## src/rtl/mem_sched.sv

```systemverilog
// mem_sched: memory-request scheduler between the L1 icache/dcache and the
// single-ported main memory.
//   - One-entry request buffer per requester, round-robin grant.
//   - One block transaction in flight: IDLE -> ISSUE -> WAIT -> RESP.
//   - Responses are routed back to the owning cache as one-cycle pulses.
//   - An 8-bit saturating watchdog raises a sticky timeout_err in WAIT.
// Ports:
//   clk, rst_aL                 clock, asynchronous active-low reset
//   icache_req_* / icache_resp_*  icache read request / response
//   dcache_req_* / dcache_resp_*  dcache read/write request / response
//   mem_req_* / mem_resp_*      main-memory request pulse / response
//   timeout_err                 sticky watchdog error
// Optional build macro MEM_SCHED_STATS_EN adds the 32-bit wrapping counters
// stat_icache_grants, stat_dcache_grants and stat_wait_cycles.
module mem_sched #(
    parameter int unsigned BLOCK_ADDR_WIDTH = 26,
    parameter int unsigned BLOCK_DATA_WIDTH = 64,
    parameter int unsigned WATCHDOG_CYCLES  = 255
) (
    input  logic                        clk,
    input  logic                        rst_aL,
    input  logic                        icache_req_valid,
    input  logic [BLOCK_ADDR_WIDTH-1:0] icache_req_block_addr,
    output logic                        icache_req_ready,
    output logic                        icache_resp_valid,
    output logic [BLOCK_DATA_WIDTH-1:0] icache_resp_block_data,
    input  logic                        dcache_req_valid,
    input  logic                        dcache_req_type,
    input  logic [BLOCK_ADDR_WIDTH-1:0] dcache_req_block_addr,
    input  logic [BLOCK_DATA_WIDTH-1:0] dcache_req_block_data,
    output logic                        dcache_req_ready,
    output logic                        dcache_resp_valid,
    output logic [BLOCK_DATA_WIDTH-1:0] dcache_resp_block_data,
    output logic                        mem_req_valid,
    output logic                        mem_req_cache_type,
    output logic                        mem_req_type,
    output logic [BLOCK_ADDR_WIDTH-1:0] mem_req_block_addr,
    output logic [BLOCK_DATA_WIDTH-1:0] mem_req_block_data,
    input  logic                        mem_resp_valid,
    input  logic                        mem_resp_cache_type,
    input  logic [BLOCK_DATA_WIDTH-1:0] mem_resp_block_data,
    output logic                        timeout_err
`ifdef MEM_SCHED_STATS_EN
    ,
    output logic [31:0]                 stat_icache_grants,
    output logic [31:0]                 stat_dcache_grants,
    output logic [31:0]                 stat_wait_cycles
`endif
);

    typedef enum logic [1:0] {ST_IDLE, ST_ISSUE, ST_WAIT, ST_RESP} state_t;

    localparam logic [7:0] WD_LIMIT = 8'(WATCHDOG_CYCLES);

    state_t                      r_state;
    logic                        r_ib_full;
    logic [BLOCK_ADDR_WIDTH-1:0] r_ib_addr;
    logic                        r_db_full;
    logic                        r_db_type;
    logic [BLOCK_ADDR_WIDTH-1:0] r_db_addr;
    logic [BLOCK_DATA_WIDTH-1:0] r_db_data;
    logic                        r_rr_last_d;   // 1: dcache granted last
    logic                        r_mem_req_valid;
    logic                        r_issue_cache;
    logic                        r_issue_type;
    logic [BLOCK_ADDR_WIDTH-1:0] r_issue_addr;
    logic [BLOCK_DATA_WIDTH-1:0] r_issue_data;
    logic                        r_iresp_valid;
    logic [BLOCK_DATA_WIDTH-1:0] r_iresp_data;
    logic                        r_dresp_valid;
    logic [BLOCK_DATA_WIDTH-1:0] r_dresp_data;
    logic [7:0]                  r_wd;
    logic                        r_timeout;

    logic                        w_grant_d;
    logic                        w_any_full;
    logic [7:0]                  w_wd_next;

    // dcache wins when it is the only full buffer, or when both are full and
    // icache was granted last.
    assign w_any_full = r_ib_full | r_db_full;
    assign w_grant_d  = r_db_full & (~r_ib_full | ~r_rr_last_d);
    assign w_wd_next  = (r_wd == 8'hFF) ? 8'hFF : r_wd + 8'd1;

    always_ff @(posedge clk or negedge rst_aL) begin
        if (!rst_aL) begin
            r_state         <= ST_IDLE;
            r_ib_full       <= 1'b0;
            r_ib_addr       <= '0;
            r_db_full       <= 1'b0;
            r_db_type       <= 1'b0;
            r_db_addr       <= '0;
            r_db_data       <= '0;
            r_rr_last_d     <= 1'b0;
            r_mem_req_valid <= 1'b0;
            r_issue_cache   <= 1'b0;
            r_issue_type    <= 1'b0;
            r_issue_addr    <= '0;
            r_issue_data    <= '0;
            r_iresp_valid   <= 1'b0;
            r_iresp_data    <= '0;
            r_dresp_valid   <= 1'b0;
            r_dresp_data    <= '0;
            r_wd            <= '0;
            r_timeout       <= 1'b0;
        end else begin
            r_mem_req_valid <= 1'b0;
            r_iresp_valid   <= 1'b0;
            r_iresp_data    <= '0;
            r_dresp_valid   <= 1'b0;
            r_dresp_data    <= '0;

            // Accepts: a full buffer is never granted and accepted on the
            // same edge because ready is low while it is full.
            if (icache_req_valid && !r_ib_full) begin
                r_ib_full <= 1'b1;
                r_ib_addr <= icache_req_block_addr;
            end
            if (dcache_req_valid && !r_db_full) begin
                r_db_full <= 1'b1;
                r_db_type <= dcache_req_type;
                r_db_addr <= dcache_req_block_addr;
                r_db_data <= dcache_req_block_data;
            end

            case (r_state)
                ST_IDLE: begin
                    if (w_any_full) begin
                        if (w_grant_d) begin
                            r_issue_cache <= 1'b1;
                            r_issue_type  <= r_db_type;
                            r_issue_addr  <= r_db_addr;
                            r_issue_data  <= r_db_data;
                            r_db_full     <= 1'b0;
                            r_rr_last_d   <= 1'b1;
                        end else begin
                            r_issue_cache <= 1'b0;
                            r_issue_type  <= 1'b0;
                            r_issue_addr  <= r_ib_addr;
                            r_issue_data  <= '0;
                            r_ib_full     <= 1'b0;
                            r_rr_last_d   <= 1'b0;
                        end
                        r_mem_req_valid <= 1'b1;
                        r_state         <= ST_ISSUE;
                    end
                end
                ST_ISSUE: begin
                    r_wd    <= '0;
                    r_state <= ST_WAIT;
                end
                ST_WAIT: begin
                    r_wd <= w_wd_next;
                    if (w_wd_next == WD_LIMIT) begin
                        r_timeout <= 1'b1;
                    end
                    if (mem_resp_valid && (mem_resp_cache_type == r_issue_cache)) begin
                        if (r_issue_cache) begin
                            r_dresp_valid <= 1'b1;
                            r_dresp_data  <= r_issue_type ? '0 : mem_resp_block_data;
                        end else begin
                            r_iresp_valid <= 1'b1;
                            r_iresp_data  <= mem_resp_block_data;
                        end
                        r_state <= ST_RESP;
                    end
                end
                ST_RESP: begin
                    r_state <= ST_IDLE;
                end
                default: begin
                    r_state <= ST_IDLE;
                end
            endcase
        end
    end

    assign icache_req_ready       = ~r_ib_full;
    assign dcache_req_ready       = ~r_db_full;
    assign icache_resp_valid      = r_iresp_valid;
    assign icache_resp_block_data = r_iresp_data;
    assign dcache_resp_valid      = r_dresp_valid;
    assign dcache_resp_block_data = r_dresp_data;
    assign mem_req_valid          = r_mem_req_valid;
    assign mem_req_cache_type     = r_issue_cache;
    assign mem_req_type           = r_issue_type;
    assign mem_req_block_addr     = r_issue_addr;
    assign mem_req_block_data     = r_issue_data;
    assign timeout_err            = r_timeout;

`ifdef MEM_SCHED_STATS_EN
    logic [31:0] r_stat_igrants;
    logic [31:0] r_stat_dgrants;
    logic [31:0] r_stat_wait;

    always_ff @(posedge clk or negedge rst_aL) begin
        if (!rst_aL) begin
            r_stat_igrants <= '0;
            r_stat_dgrants <= '0;
            r_stat_wait    <= '0;
        end else begin
            if (r_state == ST_IDLE && w_any_full) begin
                if (w_grant_d) begin
                    r_stat_dgrants <= r_stat_dgrants + 32'd1;
                end else begin
                    r_stat_igrants <= r_stat_igrants + 32'd1;
                end
            end
            if (r_state == ST_WAIT) begin
                r_stat_wait <= r_stat_wait + 32'd1;
            end
        end
    end

    assign stat_icache_grants = r_stat_igrants;
    assign stat_dcache_grants = r_stat_dgrants;
    assign stat_wait_cycles   = r_stat_wait;
`endif

endmodule
```

## config.mk

```make
export PLATFORM = sky130hd
export DESIGN_NAME = mem_sched
export DESIGN_NICKNAME = d
export VERILOG_FILES = /design/src/rtl/mem_sched.sv
export SDC_FILE = /design/constraint.sdc
export NUM_CORES = 1
export LEC_CHECK = 0
export ABC_AREA = 1
export CAP_MARGIN = 20
export CORE_MARGIN = 2
export CORE_UTILIZATION = 43
export CTS_CLUSTER_SIZE = 16
export DETAILED_ROUTE_END_ITERATION = 7
export GPL_TIMING_DRIVEN = 1
export HOLD_SLACK_MARGIN = 0.06
export PLACE_DENSITY_LB_ADDON = 0.05
export SYNTH_ARGS = -nofsm -noshare
export SYNTH_HDL_FRONTEND = slang
export SYNTH_SLANG_ARGS = --single-unit
```

## constraint.sdc

```tcl
create_clock -name clk -period 3.2 [get_ports clk]
set_clock_uncertainty 0.1 [all_clocks]
set_input_delay 0.64 -clock clk [delete_from_list [all_inputs] [get_ports clk]]
set_output_delay 0.64 -clock clk [all_outputs]
set_load 0.02 [all_outputs]
```

==> metrics.txt, run 1 <==
status=finished, final reports clean; port bufs=412; crit share post-route=0.768; vias in the first global route=9867; Initial Util=0.434; Post-Synth Adder-Cell Area=0.00391; share of cells above drive strength 1=0.0546; synthesized area per cell=10.2 sq um; Syn-to-layout area delta=45.3%; Multi-input gate area=2890 sq um; RSZ-0062 raised after global routing=false; leading cell type in the layout, fill and taps excluded=clkdlybuf4s50_1; CP max FO=5; pin count of the biggest net entering global routing=90; worst hold path type=input port to async pin; worst ir drop on vdd=536 uV; Setup violations, final=0; GRT overflow=0; Longest Clk Path Bufs=3; Crit. End Element=primary output; crit path launch type=flop; fin crit period=2.46 ns; CTS sink cnt=353; first drt pass iteration count=4; Die Wd=176 microns; post-synthesis xor/xnor area fraction=0; Synth Warn #=0; GRT Resource Usage Total=0.222; DRT Wirelength=34500 microns; # rows=63; io pins=413; Place WS=0.640 ns; Gates resized, CTS repair=0; Compound-Gate Fraction of Synth Area=0.0965; fmax=407 MHz; largest family of logic cells by synthesized area=simple AND/OR/NAND/NOR gates; CTS tree=yes; Required @ worst endpoint=2.46 ns; Initial DRC Count=516; synthesized flop and latch total=353; Max Cap Viol=0; max_slew headroom=0.452; pwr dens=860 nW/um^2; sequential fraction of the synthesis area=0.691; Die H=176 microns; mux contribution to synthesized area=0; clk slew on worst S/H paths=0.06 ns; core area=29500 sq um; DR vias=9747; Slew @ Worst Pin=0.822 ns; Avg Vias per Cell=4.69; commonest cells after routing, fill and taps aside=411 x clkdlybuf4s50_1, 353 x dfrtp_1, 243 x nor2_1; Hold Buf Count CTS=0; htree depth=2; # DRC=0; number of library cell types mapped by synthesis=20; antenna violations before repair=4; setup ws final=0.743 ns; Worst Path Arrival=1.72 ns; WL/cell=16.6 microns; register area=8830 sq um; Die ar.=31100 sq um; synthesized area=12800 sq um; final setup TNS=0 ns; filler instances=2470; Skew-Pair Late Insertion Delay=0.51 ns; Placer Congestion=0.809; final hold slack=0.0491 ns; Post-Synth Simple-Gate Area=0.123; Crit Path Class=flop to primary output; dpl hpwl=24100 microns; Net Count, Synth=1443; CTS buffer count=38; antenna viol nets, final=0; first-pass GRT wire length=54200 microns; Final Hold Fails=0; Lkg Pwr=0.00915 uW; post-CTS setup buffer count=0; clk root buf=clkbuf_16; Mapped Cells=1252; final slew viol count=0; Final #Nets=1853
-- cell families (layout without fill, tap and decap cells) --
logic type | after synthesis | in the layout
other | 0 | 4
AND/OR/NAND/NOR | 400 | 400
AO/OA/AOI/OAI | 226 | 226
flip-flops | 353 | 353
buffers and inverters | 269 | 703
adder cells (fa/ha/maj) | 4 | 4
-- routing by layer --
layer	routed length (microns)	track usage	vias up
li1	-	-	4664
met3	2620	0.0571	64
met2	16900	0.377	317
met5	13	0	-
met1	14000	0.279	4700
met4	991	0.0723	2
-- cell type report --
class / count / area share
sequential: 353 / 0.475
timing repair buffer: 430 / 0.238
multi-input combinational: 630 / 0.155
clock buffer: 55 / 0.0584
inverter: 209 / 0.0422
tap: 390 / 0.0263
clock inverter: 9 / 0.00431
antenna: 4 / 0.000539
-- cell usage after synthesis, drive strengths merged --
cell type,count,share of area
nand3,10,0.0039
o221ai,26,0.018
nor3,1,0.00078
inv,209,0.061
a21oi,118,0.046
dfrtp,353,0.69
ha,4,0.0039
buf,41,0.019
nand4,2,0.00098
nor2,256,0.078
o21ai,78,0.031
o21a,1,0.00059
nand2,131,0.039
o22ai,3,0.0015
clkbuf,19,0.0056
-- registers in the layout, indices dropped and copies added, names as in the netlist, 2 cells and up --
signal,count
r_db_data,64
r_db_addr,26
r_wd,8
r_state,2
mem_req_block_addr,26
r_ib_addr,26
icache_resp_block_data,64
dcache_resp_block_data,64
mem_req_block_data,64
-- worst max-delay path, stage by stage (launching register included) --
cell	delay, ns
dfrtp_1	0.45
inv_1	0.14
clkdlybuf4s50_1	0.61
-- power breakdown --
part           total (uW)  switching [uW]  internal (uW)  leakage (uW)
Clock                4120            1690           2430      0.000578
Sequential           6440             577           5870       0.00440
Combinational        5410            3170           2240       0.00417
-- per-stage QoR --
step,power (uW),util,cell area (sq um),cells
4_1_cts,16200,0.630,18600,2076
3_3_place_gp,11800,0.590,17400,2012
3_5_place_dp,12000,0.590,17400,2012
2_1_floorplan,9420,-,12800,1252
6_report,16000,0.630,18600,2080
5_1_grt,17000,0.630,18600,2079
-- final timing paths --
check,start,to,slack [ns],cells past startpoint
worst max-delay path,r_db_full,dcache_req_ready,0.74,2
worst min-delay path,rst_aL,mem_req_block_addr[10],0.05,1
worst max register to register,r_state[0],dcache_resp_block_data[32],1.11,6
worst min register to register,timeout_err,timeout_err,0.36,2
max in group asynchronous,rst_aL,mem_req_block_addr[20],2.14,2
min in group clk,timeout_err,timeout_err,0.36,2
No activity file was read; power rests on OpenSTA's default activity.
==> run 2, diff against run 1 <==
CORE_UTILIZATION = 42   (was 43)
clock period = 2.25 ns   (was 3.2 ns; I/O delays follow)
==> run 2 against run 1 <==
  * Global-route usage is 0.074 points higher
  * Die area is 2.3% higher
  * Sequential share of layout area is 0.50 points lower
  * Cell area is 1.1% higher
  * Clock-buffer cell count decreased by 5
  * Utilization barely moved
  * Worst hold slack improved by 0.30 ns
  * First-iteration DRC count decreased by 14%
  * Sequential cell count unchanged
  * Clock power rose by 55%
  * Non-clock buffer count up 7
  * Largest power group unchanged
  * Highest routed layer is now met4
==> metrics.txt, run 2 (synthesis gave the netlist of run 1 again) <==
Worst Path Arrival=1.62 ns; GRT Resource Usage Total=0.223; first drt pass iteration count=4; fin crit period=2.17 ns; Skew-Pair Late Insertion Delay=0.51 ns; port bufs=412; Final Hold Fails=0; pin count of the biggest net entering global routing=66; Reg2Reg Depth=8; antenna violations before repair=3; share of cells above drive strength 1=0.0620; Final #Nets=1860; antenna viol nets, final=0; Longest Clk Path Bufs=3; Syn-to-layout area delta=46.8%; WL/cell=16.8 microns; Power Total=23300 uW; htree depth=2; clk root buf=clkbuf_16; CP peak stage delay=0.76 ns; final setup TNS=0 ns; Placer Congestion=0.795; slowest stage cell on the critical path=clkdlybuf4s50_1; reg2reg setup slack=0.36 ns; CTS sink cnt=353; # rows=63; Crit Path Class=flop to primary output; crit path launch type=flop; core area=29800 sq um; final slew viol count=0; leading cell type in the layout, fill and taps excluded=clkdlybuf4s50_1; Initial DRC Count=443; io pins=413; Lkg Pwr=0.00926 uW; worst ir drop on vdd=788 uV; crit share post-route=0.964; status=finished, final reports clean; Die Wd=179 microns; Die H=179 microns; worst r2r dst=mem_req_block_data[55]; GRT overflow=0; Max Cap Viol=0; DRT Wirelength=35100 microns; pwr dens=1240 nW/um^2; # DRC=0; vias in the first global route=9825; DR vias=9734; commonest cells after routing, fill and taps aside=409 x clkdlybuf4s50_1, 353 x dfrtp_1, 243 x nor2_1; Slew @ Worst Pin=0.661 ns; CP max FO=2; Crit path max-delay family=buffers and inverters; Initial Util=0.429; Required @ worst endpoint=1.70 ns; Crit. End Element=primary output; clk slew on worst S/H paths=0.06 ns; CTS tree=yes; dpl hpwl=25200 microns; Avg Vias per Cell=4.66; CTS buffer count=38; worst hold path type=input port to async pin; Setup violations, final=0; first-pass GRT wire length=54600 microns; Die ar.=31900 sq um; critical path, cell by cell=clkdlybuf4s50_1; RR Startpoint=r_state[0]; Buf/Inv on CP=1; fmax=461 MHz; RSZ-0062 raised after global routing=false; max_slew headroom=0.559
-- run 2: how the worst max path moves through the flow --
stage	endpoint	start	cells past startpoint
finish	mem_req_block_data[56]	mem_req_block_data[56]	1
floorplan	mem_req_block_addr[10]	r_state[0]	6
global placement	dcache_resp_block_data[56]	mem_resp_cache_type	8
CTS	icache_req_ready	r_ib_full	2
detailed placement	dcache_resp_block_data[27]	mem_resp_cache_type	8
global route	mem_req_block_data[56]	mem_req_block_data[56]	1
-- run 2: worst reg2reg max path, cell delays in order (launching register included) --
cell and delay (ns):
dfrtp_1 0.35, inv_1 0.08, ha_1 0.26, inv_1 0.12, nor2_4 0.06, inv_2 0.06
buf_4 0.49, nand2_1 0.17, o21ai_0 0.11
-- run 2: repair_timing --
item,CTS,global route
setup endpoints to repair,1,1
gates resized for setup,1,1
hold buffers,1,0
hold endpoints to repair,33,0
setup buffers,0,0
-- run 2: routing by layer --
layer  vias to the layer above  wire length (microns)  part of all wire  track usage
li1                       4678                      -                 -            -
met1                      4689                  14000              0.40        0.272
met2                       307                  17600              0.50        0.385
met3                        60                   2650             0.075       0.0603
met4                         0                    947             0.027       0.0718
met5                         -                      0                 0            0
-- run 2: layout make-up --
cell class,count,area [sq um]
clock inverter,15,220
timing repair buffer,437,4480
sequential,353,8830
clock buffer,50,1080
inverter,209,785
antenna,3,7.51
multi-input combinational,630,2890
tap,390,488
fill,2499,11000
-- run 2: through the flow --
step	util	cell area (sq um)	setup slack, ns	hold WS [ns]	instances
final	0.630	18800	0.0799	0.345	2087
after global routing	0.630	18800	0.00254	0.366	2087
after CTS	0.630	18800	0.0233	0.324	2084
after detailed placement	0.586	17500	0.220	0.278	2018
after global placement	0.586	17500	0.241	0.275	2018
after floorplan	-	12800	0.724	0.0544	1252
-- run 2: power by group --
group | leakage (uW) | switching, uW | internal, uW
sequential | 0.00440 | 833 | 8340
combinational | 0.00423 | 4550 | 3220
clock | 0.000633 | 2430 | 3950
==> run 3, diff against run 2 <==
HOLD_SLACK_MARGIN = 0.05   (was 0.06)
PLACE_DENSITY = 0.77   (was default)
PLACE_DENSITY_LB_ADDON = default   (was 0.05)
==> run 3 against run 2 <==
  * Clock power is 1% higher
  * Cell area is 0.63% higher
  * Clock-buffer cell count is 2 higher
  * Cell count is 0.53% higher
  * Sequential cell count stayed put
==> metrics.txt, run 3 (synthesis gave the netlist of run 1 again) <==
Net Sw Frac=0.339; antenna violations before repair=9; CP max FO=4; post-CTS setup buffer count=0; Worst Path Arrival=1.65 ns; CTS sink cnt=353; max_slew headroom=0.693; clk slew on worst S/H paths=0.06 ns; Longest Clk Path Bufs=3; first drt pass iteration count=5; Crit. End Element=primary output; Slew @ Worst Pin=0.460 ns; P_sw=8000 uW; Crit path max-delay family=buffers and inverters; crit path launch type=flop; antenna viol nets, final=0; Crit Path Class=flop to primary output; # DRC=0; io pins=413; Comb pwr share=0.338; share of cells above drive strength 1=0.0647; Max Cap Viol=0; GRT Resource Usage Total=0.224; Lkg Pwr=0.00932 uW; DR vias=9955; RSZ-0062 raised after global routing=false; vias in the first global route=9974; Required @ worst endpoint=1.70 ns; crit share post-route=0.980; dpl hpwl=25700 microns; critical path, cell by cell=clkdlybuf4s50_1; core area=29800 sq um; Layout Utilization=0.634; # rows=63; leading cell type in the layout, fill and taps excluded=clkdlybuf4s50_1; Power Total=23600 uW; fin crit period=2.20 ns; Die Wd=179 microns; Initial Util=0.429; fmax=454 MHz; commonest cells after routing, fill and taps aside=409 x clkdlybuf4s50_1, 353 x dfrtp_1, 243 x nor2_1; Initial DRC Count=708; Seq pwr share=0.389; port bufs=412; CTS tree=yes; Die H=179 microns; Buf/Inv on CP=1; setup ws final=0.0452 ns; status=finished, final reports clean; pwr dens=1250 nW/um^2; Final Hold Fails=0; GRT overflow=0; clock share of power=0.273; Final #Nets=1863; Syn-to-layout area delta=47.7%; pin count of the biggest net entering global routing=84; Die ar.=31900 sq um; final slew viol count=0; WL/cell=17.2 microns; P_int=15600 uW; worst hold path type=input port to async pin; DRT Wirelength=36100 microns; CP peak stage delay=0.66 ns; clk root buf=clkbuf_16; slowest stage cell on the critical path=clkdlybuf4s50_1; first-pass GRT wire length=54500 microns; CTS buffer count=37; worst ir drop on vdd=841 uV; Avg Vias per Cell=4.74; Skew-Pair Late Insertion Delay=0.51 ns; final setup TNS=0 ns; htree depth=2; Setup violations, final=0; Placer Congestion=0.876; Place WS=0.134 ns
[run 3: cell count changes in the layout (fill, tap and decap cells not counted), moves of 2 or more]
cell and change:
clkbuf_8 +2, diode_2 +5, clkinvlp_4 -2, buf_12 +5
[run 3: layout make-up]
type | count | area, sq um
multi-input combinational | 630 | 2890
inverter | 209 | 785
clock buffer | 52 | 1080
timing repair buffer | 441 | 4580
antenna | 8 | 20.0
fill | 2309 | 10900
tap | 390 | 488
sequential | 353 | 8830
clock inverter | 15 | 226
[run 3: layer usage]
| layer | part of all wire | global-route usage | vias up | wire length [microns] |
|---|---|---|---|---|
| met2 | 0.52 | 0.384 | 382 | 18600 |
| li1 | - | - | 4686 | - |
| met1 | 0.38 | 0.266 | 4816 | 13700 |
| met3 | 0.074 | 0.0541 | 69 | 2660 |
| met4 | 0.032 | 0.0996 | 2 | 1160 |
| met5 | 0.00025 | 0 | - | 9 |
[run 3: worst paths after layout]
kind	from	endpoint	slack, ns	cells past startpoint
worst min register to register	timeout_err	timeout_err	0.37	2
worst max register to register	r_state[1]	mem_req_block_data[24]	0.41	8
min in group clk	timeout_err	timeout_err	0.37	2
worst max-delay path	mem_req_cache_type	mem_req_cache_type	0.05	1
max in group asynchronous	rst_aL	icache_resp_block_data[55]	0.98	4
worst min-delay path	rst_aL	r_ib_addr[6]	0.31	2
[run 3: power by group through the flow]
stage                     Clock (uW)  Combinational (uW)  Sequential [uW]
after detailed placement           0                8060             9260
final                           6450                7980             9200
after global placement             0                7790             9210
after floorplan                    0                3180            10200
after CTS                       6580                8070             9190
after global routing            6860                8780             9380
[run 3: what timing repair did]
item | CTS | global route
cloned | 0 | 0
endpoints found under the hold margin | 60 | 0
hold buffers | 1 | 0
endpoints found under the setup margin | 1 | 1
resized for setup | 1 | 1
[run 3: per-stage QoR]
stage	instances	hold WS, ns	cell area, sq um
floorplan	1252	0.0544	12800
global placement	2022	0.244	17600
detailed placement	2022	0.248	17600
CTS	2090	0.299	18900
global route	2098	0.324	18900
finish	2098	0.313	18900
==> RTL change (flow settings as in run 3) <==
Add a define of `MEM_SCHED_STATS_EN`.
--- a/src/rtl/mem_sched.sv
+++ b/src/rtl/mem_sched.sv
@@ -13,4 +13,6 @@
 // Optional build macro MEM_SCHED_STATS_EN adds the 32-bit wrapping counters
 // stat_icache_grants, stat_dcache_grants and stat_wait_cycles.
+`define MEM_SCHED_STATS_EN
+
 module mem_sched #(
     parameter int unsigned BLOCK_ADDR_WIDTH = 26,
Formal check against the unedited RTL (old outputs only; new: stat_dcache_grants, stat_icache_grants and stat_wait_cycles): equivalent (Yosys induction, for registers that start in step).
==> RTL change against run 3 <==
  * Synthesized area rose by 40%
  * Sequential cell count is 96 higher
  * Total power is 19% higher
  * Worst setup slack improved by 3.9 ps
  * Die area grew 39%
  * Wire length rose by 43%
  * Sequential share of layout area fell by 2.6 points
  * Final area rose by 35%
==> RTL change: results (changes against run 3) <==
Parameter                              Value

Critical path
  Worst endpoint data arrival time ... 1650 ps (about the same)
  Length in cells of the worst reg-to-reg path ... 9 (+1)
  Crit-path slowest cell ... sky130_fd_sc_hd__clkdlybuf4s50_1
  Critical-path maximum fanout ... 5 (+1)

Yosys
  Synthesized netlist net count ... 2116 (+47%)
  Cell variety after synth ... 28 (+40%)
  Sequential-to-total area share from yosys stat ... 0.629 (-0.0618)
  Proportion of synthesized flip-flops having asynchronous set or reset ... 1.00 (unchanged)
  EDFF count, synth ... 0 (unchanged)
  Count of warnings emitted by yosys ... 0 (unchanged)
  Synth cell count leaders ... sky130_fd_sc_hd__dfrtp_1, sky130_fd_sc_hd__nand2_1, sky130_fd_sc_hd__nor2_1
  Top cells by area in the synthesized netlist ... sky130_fd_sc_hd__dfrtp_1, sky130_fd_sc_hd__nand2_1, sky130_fd_sc_hd__nor2_1

Min path
  Min-delay worst type ... in -> async

Clock network
  Clock tree root driver cell ... sky130_fd_sc_hd__clkbuf_16
  Insertion delay of the later-clocked pin in the worst-skew pair ... 570 ps (+60 ps)
  Number of buffers created by CTS ... 47 (+27%)
  Count of buffers added by post-CTS timing repair for setup ... 0 (unchanged)

Global routing
  Maximum number of pins on one net before global-route repair ... 96 (+14%)
  Via count of the first global-routing pass ... 15337 (+54%)
  Number of antenna violations at the first check in global routing ... 4 (-5)
  Overall track demand over capacity in global routing ... 0.232 (+0.00846)
  Overflow left after global routing ... 0 (unchanged)
  Global-route wire length before repair ... 81.2 mm (+49%)

Run status
  Run status ... complete, no violations

Routing
  Detailed Routing Iterations Pass 1 ... 7 (+2)
  Avg WL per Cell ... 17.1 µm (-0.63%)
  Detailed Route Iter0 Violations ... 882 (+25%)
  Via-to-Cell Ratio ... 4.94 (+4.1%)

STA
  Remaining max-slew budget at the tightest pin ... 0.608 (-0.0848)

Placed design
  Final HPWL DP ... 37.2 mm (+45%)
  Gp weighted congestion ... 0.882 (+0.64%)
  Port Buffers ... 508 (+23%)

Cells and area
  Fraction of final layout cells with drive strength greater than 1 ... 0.0519 (-0.0128)
  Fillers ... 3402 (+47%)
  Final net count ... 2639 (+42%)

Pwr
  Total leakage power ... 12.7 nW (+37%)
  Worst IR drop on VDD ... 0.916 mV (+9.0%)
-- RTL change: area by class of cell --
cell class | count | area [µm²] | area share
antenna | 4 | 10.0 | 0.000393
clock buffer | 67 | 1380 | 0.0543
clock inverter | 20 | 273 | 0.0107
inverter | 280 | 1050 | 0.0413
multi-input combinational | 1132 | 5320 | 0.209
sequential | 449 | 11200 | 0.441
tap | 539 | 674 | 0.0265
timing repair buffer | 536 | 5510 | 0.217
-- RTL change: repair_timing --
action                                 CTS  global route
endpoints found under the hold margin  104             0
hold buffers                             1             0
setup endpoints to repair               31            21
pin swaps                                0             0
resized for setup                       31            21
-- RTL change: worst paths after layout --
path | startpoint | end | slack (ps)
setup / recovery | stat_wait_cycles[28] | stat_wait_cycles[28] | 50
max in group asynchronous | rst_aL | dcache_resp_block_data[2] | 970
hold reg to reg | timeout_err | timeout_err | 370
setup reg to reg | r_state[0] | stat_icache_grants[26] | 210
hold / removal | rst_aL | stat_icache_grants[21] | 260
min in group clk | mem_resp_block_data[42] | dcache_resp_block_data[42] | 340
-- RTL change: per-stage QoR --
stage / cells / util / power, mW / setup slack [ps] / area [µm²]
after floorplan: 1923 / - / 15.8 / 493 / 17900
after global placement: 2935 / 0.567 / 19.8 / 268 / 23800
after detailed placement: 2935 / 0.567 / 20.2 / 233 / 23800
after CTS: 3023 / 0.606 / 28.4 / 0.159 / 25400
after global routing: 3026 / 0.607 / 29.7 / 1.40 / 25500
final: 3027 / 0.607 / 28.1 / 49.2 / 25500
-- RTL change: metal layers --
layer	global-route usage	up-vias	share of wire
met5	0	-	0
met4	0.102	0	0.040
met3	0.0645	130	0.081
met2	0.401	577	0.50
met1	0.270	7257	0.38
li1	-	6992	-
-- RTL change: report_power, final --
part | total (mW) | internal [mW] | switching [mW]
combinational | 8.80 | 3.48 | 5.32
clock | 8.15 | 4.89 | 3.26
sequential | 11.2 | 10.2 | 1.01
total | 28.1 | 18.5 | 9.58
-- RTL change: logic make-up (layout without fill, tap and decap cells) --
logic type,after synthesis,after routing,share of synthesized area
buf+inv,342,903,0.0747
flops,449,449,0.629
xor+xnor,59,59,0.0289
other cells,0,4,0
fa+ha+maj,6,6,0.00420
simple gates,830,830,0.191
compound gates,237,237,0.0722
